$ cat config.mk
export PLATFORM = sky130hd
export DESIGN_NAME = spi_shift_engine
export DESIGN_NICKNAME = d
export VERILOG_FILES = /design/src/rtl/spi_pkg.sv /design/src/rtl/spi_clk_div.sv /design/src/rtl/spi_shift_engine.sv
export SDC_FILE = /design/constraint.sdc
export NUM_CORES = 1
export LEC_CHECK = 0
export ABC_AREA = 0
export BUFFER_PORTS_ARGS = -buffer_cell sky130_fd_sc_hd__buf_2
export CORE_ASPECT_RATIO = 1.5
export CORE_MARGIN = 2
export CORE_UTILIZATION = 25
export CTS_CLUSTER_SIZE = 25
export DETAILED_ROUTE_END_ITERATION = 8
export PLACE_DENSITY = 0.51
export SLEW_MARGIN = 20
export SYNTH_ARGS = -nofsm -noshare
export SYNTH_HDL_FRONTEND = slang
export SYNTH_SLANG_ARGS = --single-unit
$ cat constraint.sdc
create_clock -name clk -period 4.2 [get_ports clk]
set_input_delay 1.05 -clock clk [delete_from_list [all_inputs] [get_ports clk]]
set_output_delay 1.05 -clock clk [all_outputs]
set_load 0.03 [all_outputs]
$ cat src/rtl/spi_pkg.sv
// Shared SPI constants: frame/clock-divider defaults and mode-0 polarity/phase.
// Also pulled in by the SPI master top-level wiring.
package spi_pkg;
  localparam int DATA_W_DEF            = 8;
  localparam int CLKS_PER_HALF_BIT_DEF = 2;
  localparam bit CPOL                  = 1'b0;
  localparam bit CPHA                  = 1'b0;
endpackage

$ cat src/rtl/spi_clk_div.sv
// SCLK divider: half-period counter, sclk toggle and rise/fall strobes.
// The strobes are combinational: they flag the clk edge on which sclk changes.
module spi_clk_div
  import spi_pkg::*;
#(
  parameter int CLKS_PER_HALF_BIT = CLKS_PER_HALF_BIT_DEF
) (
  input  logic clk,
  input  logic rst,
  input  logic clear,
  input  logic run,
  output logic sclk,
  output logic tick,
  output logic rise,
  output logic fall
);
  localparam int HALF_W = $clog2(CLKS_PER_HALF_BIT) + 1;

  logic [HALF_W-1:0] half_cnt;

  assign tick = run && (half_cnt == HALF_W'(CLKS_PER_HALF_BIT - 1));
  assign rise = tick && (sclk == 1'b0);
  assign fall = tick && (sclk == 1'b1);

  always_ff @(posedge clk or posedge rst) begin
    if (rst) begin
      half_cnt <= '0;
      sclk     <= CPOL;
    end else if (clear) begin
      half_cnt <= '0;
      sclk     <= CPOL;
    end else if (run) begin
      if (tick) begin
        half_cnt <= '0;
        sclk     <= ~sclk;
      end else begin
        half_cnt <= half_cnt + HALF_W'(1);
      end
    end
  end
endmodule

$ cat src/rtl/spi_shift_engine.sv
// SPI mode-0 shift datapath driven by an external master FSM.
// Shifts MOSI out MSB first on falling SCLK, samples MISO on rising SCLK.
module spi_shift_engine
  import spi_pkg::*;
#(
  parameter int DATA_W            = DATA_W_DEF,
  parameter int CLKS_PER_HALF_BIT = CLKS_PER_HALF_BIT_DEF
) (
  input  logic              clk,
  input  logic              rst,
  input  logic              tx,
  input  logic [DATA_W-1:0] tx_data,
  input  logic              en_d,
  input  logic              clear_d,
  input  logic              en_oclk,
  input  logic              miso,
  output logic              sclk,
  output logic              mosi,
  output logic              last_edge,
  output logic [DATA_W-1:0] rx_data,
  output logic              rx_dv
);
  localparam int EDGE_W = $clog2(2 * DATA_W) + 1;

  logic              run, load, load_q;
  logic              tick, rise, fall;
  logic [EDGE_W-1:0] edge_cnt;
  logic [DATA_W-1:0] tx_shift, rx_shift;

  assign run  = en_d && en_oclk && !clear_d;
  assign load = clear_d && !en_d && tx;

  spi_clk_div #(.CLKS_PER_HALF_BIT(CLKS_PER_HALF_BIT)) u_clk_div (
    .clk  (clk),
    .rst  (rst),
    .clear(clear_d),
    .run  (run),
    .sclk (sclk),
    .tick (tick),
    .rise (rise),
    .fall (fall)
  );

  // Final falling edge of the frame: 2*DATA_W-1 toggles already done.
  assign last_edge = !rst && tick && (edge_cnt == EDGE_W'(2 * DATA_W - 1));

  // mosi is valid in the cycle after load so the slave sees the MSB early.
  assign mosi = !rst && (en_d || load_q) && tx_shift[DATA_W-1];

  always_ff @(posedge clk or posedge rst) begin
    if (rst) begin
      tx_shift <= '0;
      rx_shift <= '0;
      rx_data  <= '0;
      edge_cnt <= '0;
      rx_dv    <= 1'b0;
      load_q   <= 1'b0;
    end else begin
      rx_dv  <= last_edge;
      load_q <= load;
      if (clear_d) begin
        edge_cnt <= '0;
        if (load) begin
          tx_shift <= tx_data;
          rx_shift <= '0;
        end
      end else if (run) begin
        if (tick) edge_cnt <= edge_cnt + EDGE_W'(1);
        if (rise) rx_shift <= {rx_shift[DATA_W-2:0], miso};
        if (fall) tx_shift <= {tx_shift[DATA_W-2:0], 1'b0};
      end
      if (last_edge) rx_data <= rx_shift;
    end
  end
endmodule

== Yosys cells after proc, flatten, opt, wreduce, memory -nomap -nowiden ==
Cells that the tools add are included.

* Register bits: 34
* Logic and storage cells: 53

* $add $sub $neg: 2
* Eq/ne operators: 3
* Multiplexer cells: 17
* Bitwise gates (word level): 1
* Reductions and logical operators: 22

{| class="wikitable"
|+ Operator list
! operator !! number
|-
| $mux W8 || 8
|-
| $mux W5 || 3
|-
| $logic_and A1 B1 Y1 || 11
|-
| $reduce_bool A2 Y1 || 4
|-
| $mux W2 || 3
|-
| $reduce_and A3 Y1 || 2
|-
| $add A5 B1 Y5 const B || 1
|-
| $eq A5 B4 Y1 const B || 1
|-
| $logic_not A1 Y1 || 3
|-
| $mux W1 || 3
|-
| $add A2 B1 Y2 const B || 1
|-
| $eq A2 B1 Y1 const B || 1
|-
| $ne A2 B1 Y1 const B || 1
|-
| $reduce_and A2 Y1 || 1
|-
| $logic_or A1 B1 Y1 || 1
|-
| $not A1 Y1 || 1
|}

== Longest topological paths before layout ==
Gate-level depths: netlist of the first run.

* Depth after elaboration: 7
* Mapped depth: 5

== Hierarchy ==
From an unflattened synthesis of the first run, not the netlist that was laid out.

* Cells, all modules: 111
* Area total of the unflattened synthesis: 1506.4 µm²

{| class="wikitable"
|+ Modules (own cells, without submodules)
! module !! instances !! cells each !! area each (µm²) !! sequential area each (µm²)
|-
| spi_shift_engine || 1 || 97 || 1351.3 || 775.7
|-
| spi_clk_div || 1 || 14 || 155.1 || 75.1
|}

== Worst setup path before layout of the first run ==
No wires, ideal clock.

* Kind: input-to-output
* Start point: input rst
* End point: output last_edge
* Data arrival time: 2361 ps
* Required time: 3150 ps
* Path slack: 789 ps
* Cell stages on the path: 3
* Path through: inv_1 -> nand4b_4 -> inv_2

* Longest elaborated chain between the ends: 3

{| class="wikitable"
|+ RTL lines
! item !! RTL line !! RTL
|-
| start: declaration || spi_shift_engine.sv:10 || <nowiki>input logic rst,</nowiki>
|-
| $logic_not A1 Y1 (no line) || -- ||
|-
| $logic_and A1 B1 Y1 (2 in series) || spi_shift_engine.sv:45 || <nowiki>assign last_edge = !rst && tick && (edge_cnt == EDGE_W'(2 * DATA_W - 1));</nowiki>
|-
| end: declaration || spi_shift_engine.sv:19 || <nowiki>output logic last_edge,</nowiki>
|}

Every way passes these cells.

== Worst setup path after layout of the first run ==
* Start point: input en_d
* End point: output last_edge

* Longest elaborated chain between the ends: 5

{| class="wikitable"
|+ RTL lines
! item !! RTL line !! RTL
|-
| start: declaration || spi_shift_engine.sv:13 || <nowiki>input logic en_d,</nowiki>
|-
| $logic_and A1 B1 Y1 (2 in series) || spi_shift_engine.sv:30 || <nowiki>assign run = en_d && en_oclk && !clear_d;</nowiki>
|-
| $logic_and A1 B1 Y1 || spi_clk_div.sv:21 || <nowiki>assign tick = run && (half_cnt == HALF_W'(CLKS_PER_HALF_BIT - 1));</nowiki>
|-
| $logic_and A1 B1 Y1 (2 in series) || spi_shift_engine.sv:45 ||
|}

Every way passes these cells.

==> impl_metrics.yaml, run 1 <==
worst_setup_path:
  crit_slowest_cell: "and4b_1"
  crit_chain: "buf_2 > and4b_1 > nand4b_4 > inv_2 > buf_2"
  setup.worst_path.class: "input pin to primary output"
  cp_data_arrival_time_ps: 2200
  path_max_fanout: 9
  ff2ff_path_depth: 5
  crit_path_start_kind: "input pin"
  critPathMostFrequentCell: "buf_2"
  r2r_start: "edge_cnt[0]"
  crit_path_end_kind: "primary output"
  r2r_end: "rx_data[4]"
  ff2ff_setup_slack_ps: 2520
  critical_path_required_ps: 3150
  max_stage_delay_ps: 440
synth:
  syn_inst: 140
  ys_seq_elements: 34
  ys_top_cells_by_area: "dfrtp_1 (53%), a221oi_2 (5.6%), mux2_1 (5.6%), mux2i_1 (5.0%), nand2_1 (3.5%)"
  ys_seq_area_share_pct: 53.0
  synthTopCellsByCount: "dfrtp_1 (34), nand2_1 (15), inv_1 (13), nor2_1 (11)"
  synth_enable_flop_cells: 0
  synth_most_common_cell: "dfrtp_1"
  async_flop_share_pct: 100
  synth_area_per_cell_um2: 11.5
  synth_warnings: 0
  synth_area_leader_cell: "dfrtp_1"
  synth_cell_types: 33
  synth_top_area_share_pct: 53.0
  synthesis.nets: 157
  synth_area_um2: 1610
  synthFlopType: "dfrtp_1"
global_routing:
  grt_pass1_wl_um: 5550
  gr-usage-met2_pct: 17.8
  use_met3_pct: 2.96
  grt_pass1_vias: 1112
  grt_overflow: 0
  top_usage_layer: "met2"
  grt_antenna_before_repair: 0
  grt_use_met1_pct: 11.7
  track_usage_pct: 10.2
  grt_max_degree: 35
routing:
  wl_per_cell_um: 13.5
  drt_pass1_iterations: 4
  drc: 0
  drt_wl_total_um: 3300
  vias_per_cell: 4.55
  ant_nets: 0
  dr.first_iter.drc_count: 9
  via_count: 1111
placement:
  dpl.hpwl_um: 2310
  port_buffers: 26
  dp.cells: 236
  placed_cell_area_um2: 1810
  gp_congestion: 0.716
pwr:
  internal-power_mw: 0.509
  max-vdd-ir-drop_v: 0.000193
  comb_power_share_pct: 10.9
  p_seq_share_pct: 52.4
  switching_power_mw: 0.164
  totalPowerFinal_mw: 0.673
  power_density_nw_per_um2: 355
  p_clk_share_pct: 36.7
  p_leak_nw: 1.00
  swShare_pct: 24.3
layout:
  n_antenna_cell: 0
  fin_cells: 244
  final_area_um2: 1900
  area_growth_pct: 18.1
  layout-drive-gt1-share_pct: 26.5
  nets: 186
cts:
  cts_resized: 0
  cts_post_setup_buffers_inserted: 0
  cts_tree: "done"
  clkSlewWorstSetupHoldPaths_ps: 70
  root_buffer: "clkbuf_8"
  cts-buffers-inserted: 5
  clk_latency_ps: 280
  clkSinkCount: 34
  h-tree-depth: 2
  holdBufCountCts: 0
  clock_path_buffers: 2
hold_path:
  hp-class: "register to register"
  holdPathEnd: "rx_data[0]"
  hold_path_depth: 1
  hold_start: "rx_data[0]"
sta:
  skew_ps: 3.44
  hold_ws_ps: 491
  fin_crit_ps: 3250
  slew_headroom_pct: 69.2
  final_hold_viol_count: 0
  max_freq_mhz: 308
  tightestPinTransition_ps: 462
  rsz0062_at_grt: "false"
  final-setup-viol-count: 0
  setup_tns_ps: 0
  fin_crit_sh_pct: 77.3
  finalMaxSlewViolations: 0
die:
  die_h_um: 102
  dieArea_um2: 7100
  start_util_pct: 26.0
  rows: 35
  die_x_um: 69.5
  coreArea_um2: 6170
  io_pins: 27
status:
  status: "complete, no violations"
run:
  drv_cap: 0
worst max-delay path by stage:
| stage | start | endpoint | slack (ps) | depth (start not counted) |
|---|---|---|---|---|
| global placement | en_d | last_edge | 940 | 5 |
| detailed placement | en_d | last_edge | 910 | 5 |
| finish | en_d | last_edge | 950 | 5 |
| global route | en_d | last_edge | 830 | 5 |
| CTS | en_d | last_edge | 910 | 5 |
| floorplan | rst | last_edge | 790 | 3 |
stage by stage:
stage | utilization [%] | worst slack, ps
CTS | 30.7 | 911
floorplan | - | 789
global placement | 29.3 | 939
global route | 30.7 | 832
detailed placement | 29.3 | 915
finish | 30.7 | 955
registers in the layout, summed over array words and instances (netlist names):
register / cells
edge_cnt: 5
u_clk_div.sclk: 1
rx_dv: 1
rx_data: 8
u_clk_div.half_cnt: 2
rx_shift: 8
load_q: 1
tx_shift: 8
logic make-up (layout without fill, tap and decap cells):
group | Yosys count | in the layout | share of synthesized area (%)
mux | 16 | 16 | 10.6
flops | 34 | 34 | 53.0
compound gates | 17 | 17 | 10.8
simple gates | 47 | 47 | 16.4
fa+ha+maj | 2 | 2 | 1.56
buf+inv | 21 | 51 | 6.07
xor+xnor | 3 | 3 | 1.64
power groups by stage:
| stage | sequential (mW) | combinational, mW | clock, mW |
|---|---|---|---|
| floorplan | 0.358 | 0.0553 | 0 |
| global placement | 0.358 | 0.0755 | 0 |
| detailed placement | 0.359 | 0.0758 | 0 |
| CTS | 0.352 | 0.0761 | 0.260 |
| global route | 0.354 | 0.0827 | 0.273 |
| finish | 0.353 | 0.0734 | 0.247 |
cells in the final DEF, fill, tap and decap left out, drive strengths merged:
cell type,count
dfrtp,34
buf,29
nand2,15
inv,14
nor2,11
mux2,8
nand2b,8
mux2i,8
clkbuf,7
a221oi,6
a21oi,3
nand4b,3
o21ai,2
or3,2
nand3b,2
xnor2,2
ha,2
nand3,1
and4b,1
xor2,1
or4b,1
a311oi,1
and3,1
nor3,1
a2bb2o,1
nor4bb,1
a211oi,1
o22ai,1
o31ai,1
a22o,1
clkinv,1
per-layer routing:
layer	up-vias	wire, um
li1	531	-
met1	553	1390
met2	22	1730
met3	5	118
met4	0	59
met5	-	0
area by class of cell:
| type | instances | area, um^2 |
|---|---|---|
| fill | 649 | 4280 |
| sequential | 34 | 851 |
| multi-input combinational | 85 | 658 |
| timing repair buffer | 29 | 153 |
| tap | 74 | 92.6 |
| clock buffer | 7 | 86.3 |
| inverter | 14 | 52.6 |
| clock inverter | 1 | 5.00 |
critical path: cells and delay by family:
kind                   cells  cell delay (ps)
and+or+nand+nor            2              700
buffers and inverters      3              430
Power figures use the tool's default switching activity.
==> inputs of run 2 (changes only) <==
--- a/config.mk
+++ b/config.mk
@@ -5,7 +5,7 @@
 export SDC_FILE = /design/constraint.sdc
 export NUM_CORES = 1
 export LEC_CHECK = 0
-export ABC_AREA = 0
+export ABC_AREA = 1
 export BUFFER_PORTS_ARGS = -buffer_cell sky130_fd_sc_hd__buf_2
 export CORE_ASPECT_RATIO = 1.5
 export CORE_MARGIN = 2
==> constraint.sdc (replaced) <==
create_clock -name clk -period 3.35 [get_ports clk]
set_input_delay 0.8375 -clock clk [delete_from_list [all_inputs] [get_ports clk]]
set_output_delay 0.8375 -clock clk [all_outputs]
set_load 0.03 [all_outputs]
==> impl_metrics.yaml, run 2 <==
worst_setup_path:
  crit_chain: "buf_2 > nor2_2 > nand4_4 > clkinv_4 > buf_2"
  crit_path_end_kind: "primary output"
  cp_data_arrival_time_ps: 1800
  path_max_fanout: 13
  crit_slowest_cell: "nor2_2"
  critPathMostFrequentCell: "buf_2"
  critical_path_required_ps: 2510
  max_stage_delay_ps: 220
  setup.worst_path.class: "input pin to primary output"
  crit_path_start_kind: "input pin"
die:
  die_x_um: 68.9
  die_h_um: 101
  io_pins: 27
  rows: 35
  coreArea_um2: 6130
  start_util_pct: 25.8
  dieArea_um2: 6990
global_routing:
  grt_pass1_wl_um: 5780
  track_usage_pct: 11.1
  grt_max_degree: 35
  grt_antenna_before_repair: 0
  grt_overflow: 0
  grt_pass1_vias: 1285
sta:
  slew_headroom_pct: 70.5
  fin_crit_sh_pct: 78.8
  finalMaxSlewViolations: 0
  final-setup-viol-count: 0
  fin_crit_ps: 2640
  skew_ps: 4.38
  rsz0062_at_grt: "false"
  final_hold_viol_count: 0
  setup_tns_ps: 0
  max_freq_mhz: 379
  tightestPinTransition_ps: 442
layout:
  nets: 230
  mostFrequentLayoutCell: "nand2_1"
  layout_common_cells: "nand2_1 (84), dfrtp_1 (34), buf_2 (26)"
  area_growth_pct: 20.4
  final_area_um2: 1900
  reg.largest.list: "rx_data: 8 flops, rx_shift: 8 flops, tx_shift: 8 flops"
  n_antenna_cell: 0
  layout-drive-gt1-share_pct: 23.4
  n_fill_cell: 676
synth:
  synth_top_area_share_pct: 53.8
  synth_warnings: 0
  synthFlopType: "dfrtp_1"
  ys_seq_area_share_pct: 53.8
  synth_enable_flop_cells: 0
  ys_seq_elements: 34
  synth_most_common_cell: "nand2_1"
  synth_area_leader_cell: "dfrtp_1"
  synth_cell_types: 21
  ys_top_cells_by_area: "dfrtp_1 (54%), nand2_1 (20%), nand3_1 (5.4%), nand4_1 (3.2%), nand3_4 (2.2%)"
  synth_area_um2: 1580
  async_flop_share_pct: 100
  syn_inst: 182
  synth_area_per_cell_um2: 8.69
  synthTopCellsByCount: "nand2_1 (84), dfrtp_1 (34), nand3_1 (17), nand4_1 (8), nor2_1 (7)"
  synthesis.nets: 199
hold_path:
  hp-class: "register to register"
routing:
  drt_pass1_iterations: 4
  drt_wl_total_um: 3350
  ant_nets: 0
  vias_per_cell: 4.40
  drc: 0
  dr.first_iter.drc_count: 71
  wl_per_cell_um: 11.6
  via_count: 1266
cts:
  cts-buffers-inserted: 5
  clock_path_buffers: 2
  cts_resized: 0
  clkSlewWorstSetupHoldPaths_ps: 70
  h-tree-depth: 2
  cts_post_setup_buffers_inserted: 0
  clk_latency_ps: 280
  clkSinkCount: 34
  holdBufCountCts: 0
  cts_tree: "done"
  root_buffer: "clkbuf_8"
pwr:
  comb_power_share_pct: 12.4
  power_density_nw_per_um2: 517
  swShare_pct: 26.8
  p_seq_share_pct: 51.5
  max-vdd-ir-drop_v: 0.000246
  switching_power_mw: 0.264
  p_clk_share_pct: 36.1
  internal-power_mw: 0.721
  p_leak_nw: 1.05
placement:
  placed_cell_area_um2: 1790
  gp_congestion: 0.720
  dpl.hpwl_um: 2330
  port_buffers: 26
run:
  drv_cap: 0
status:
  status: "complete, no violations"
==> run 2: kinds of logic after synthesis <==
family	after synthesis	share of synthesized area, %
simple gates	127	38.4
buf+inv	13	3.80
flops	34	53.8
fa+ha+maj	2	1.58
compound gates	6	2.45
==> run 2: area by class of cell <==
class,instances,area [um^2],area share [%]
flip-flops and latches,34,851,44.7
well taps,74,92.6,4.86
repair buffers,27,138,7.23
inverters,10,42.5,2.23
clock buffers,8,110,5.78
multi-input cells,135,671,35.2
==> run 2: per-stage QoR <==
stage / hold slack, ps / setup WS [ps] / power [mW] / cells / util (%)
2_1_floorplan: 436 / 455 / 0.600 / 182 / -
3_3_place_gp: 461 / 719 / 0.639 / 280 / 29.3
3_5_place_dp: 463 / 689 / 0.641 / 280 / 29.3
4_1_cts: 481 / 685 / 1.00 / 288 / 31.1
5_1_grt: 496 / 589 / 1.05 / 288 / 31.1
6_report: 476 / 712 / 0.985 / 288 / 31.1
==> run 2: critical path, delay by kind of cell <==
family,cells,cell delay [ps]
and+or+nand+nor,2,420
buffers and inverters,3,540
==> run 2: path summary, 6_finish.rpt <==
| kind | start | endpoint | slack (ps) | depth (start not counted) |
|---|---|---|---|---|
| worst max-delay path | clear_d | last_edge | 710 | 5 |
| worst min-delay path | tx_shift[2] | tx_shift[2] | 480 | 2 |
| worst max register to register | edge_cnt[0] | rx_data[6] | 1870 | 8 |
| worst min register to register | tx_shift[2] | tx_shift[2] | 480 | 2 |
| max in group asynchronous | rst | rx_data[6] | 2290 | 3 |
| min in group asynchronous | rst | rx_shift[0] | 750 | 3 |
==> run 2: power groups by stage <==
stage	clock, mW	sequential (mW)	combinational (mW)
3_3_place_gp	0	0.516	0.123
6_report	0.356	0.508	0.122
4_1_cts	0.367	0.509	0.124
2_1_floorplan	0	0.505	0.0954
5_1_grt	0.385	0.516	0.146
3_5_place_dp	0	0.516	0.125
==> run 2: layer usage <==
| metal | up-vias | track usage (%) | wire length (um) |
|---|---|---|---|
| met2 | 29 | 18.3 | 1620 |
| li1 | 645 | - | - |
| met5 | - | 0 | 0 |
| met1 | 583 | 13.0 | 1500 |
| met4 | 0 | 5.58 | 94 |
| met3 | 9 | 2.78 | 140 |
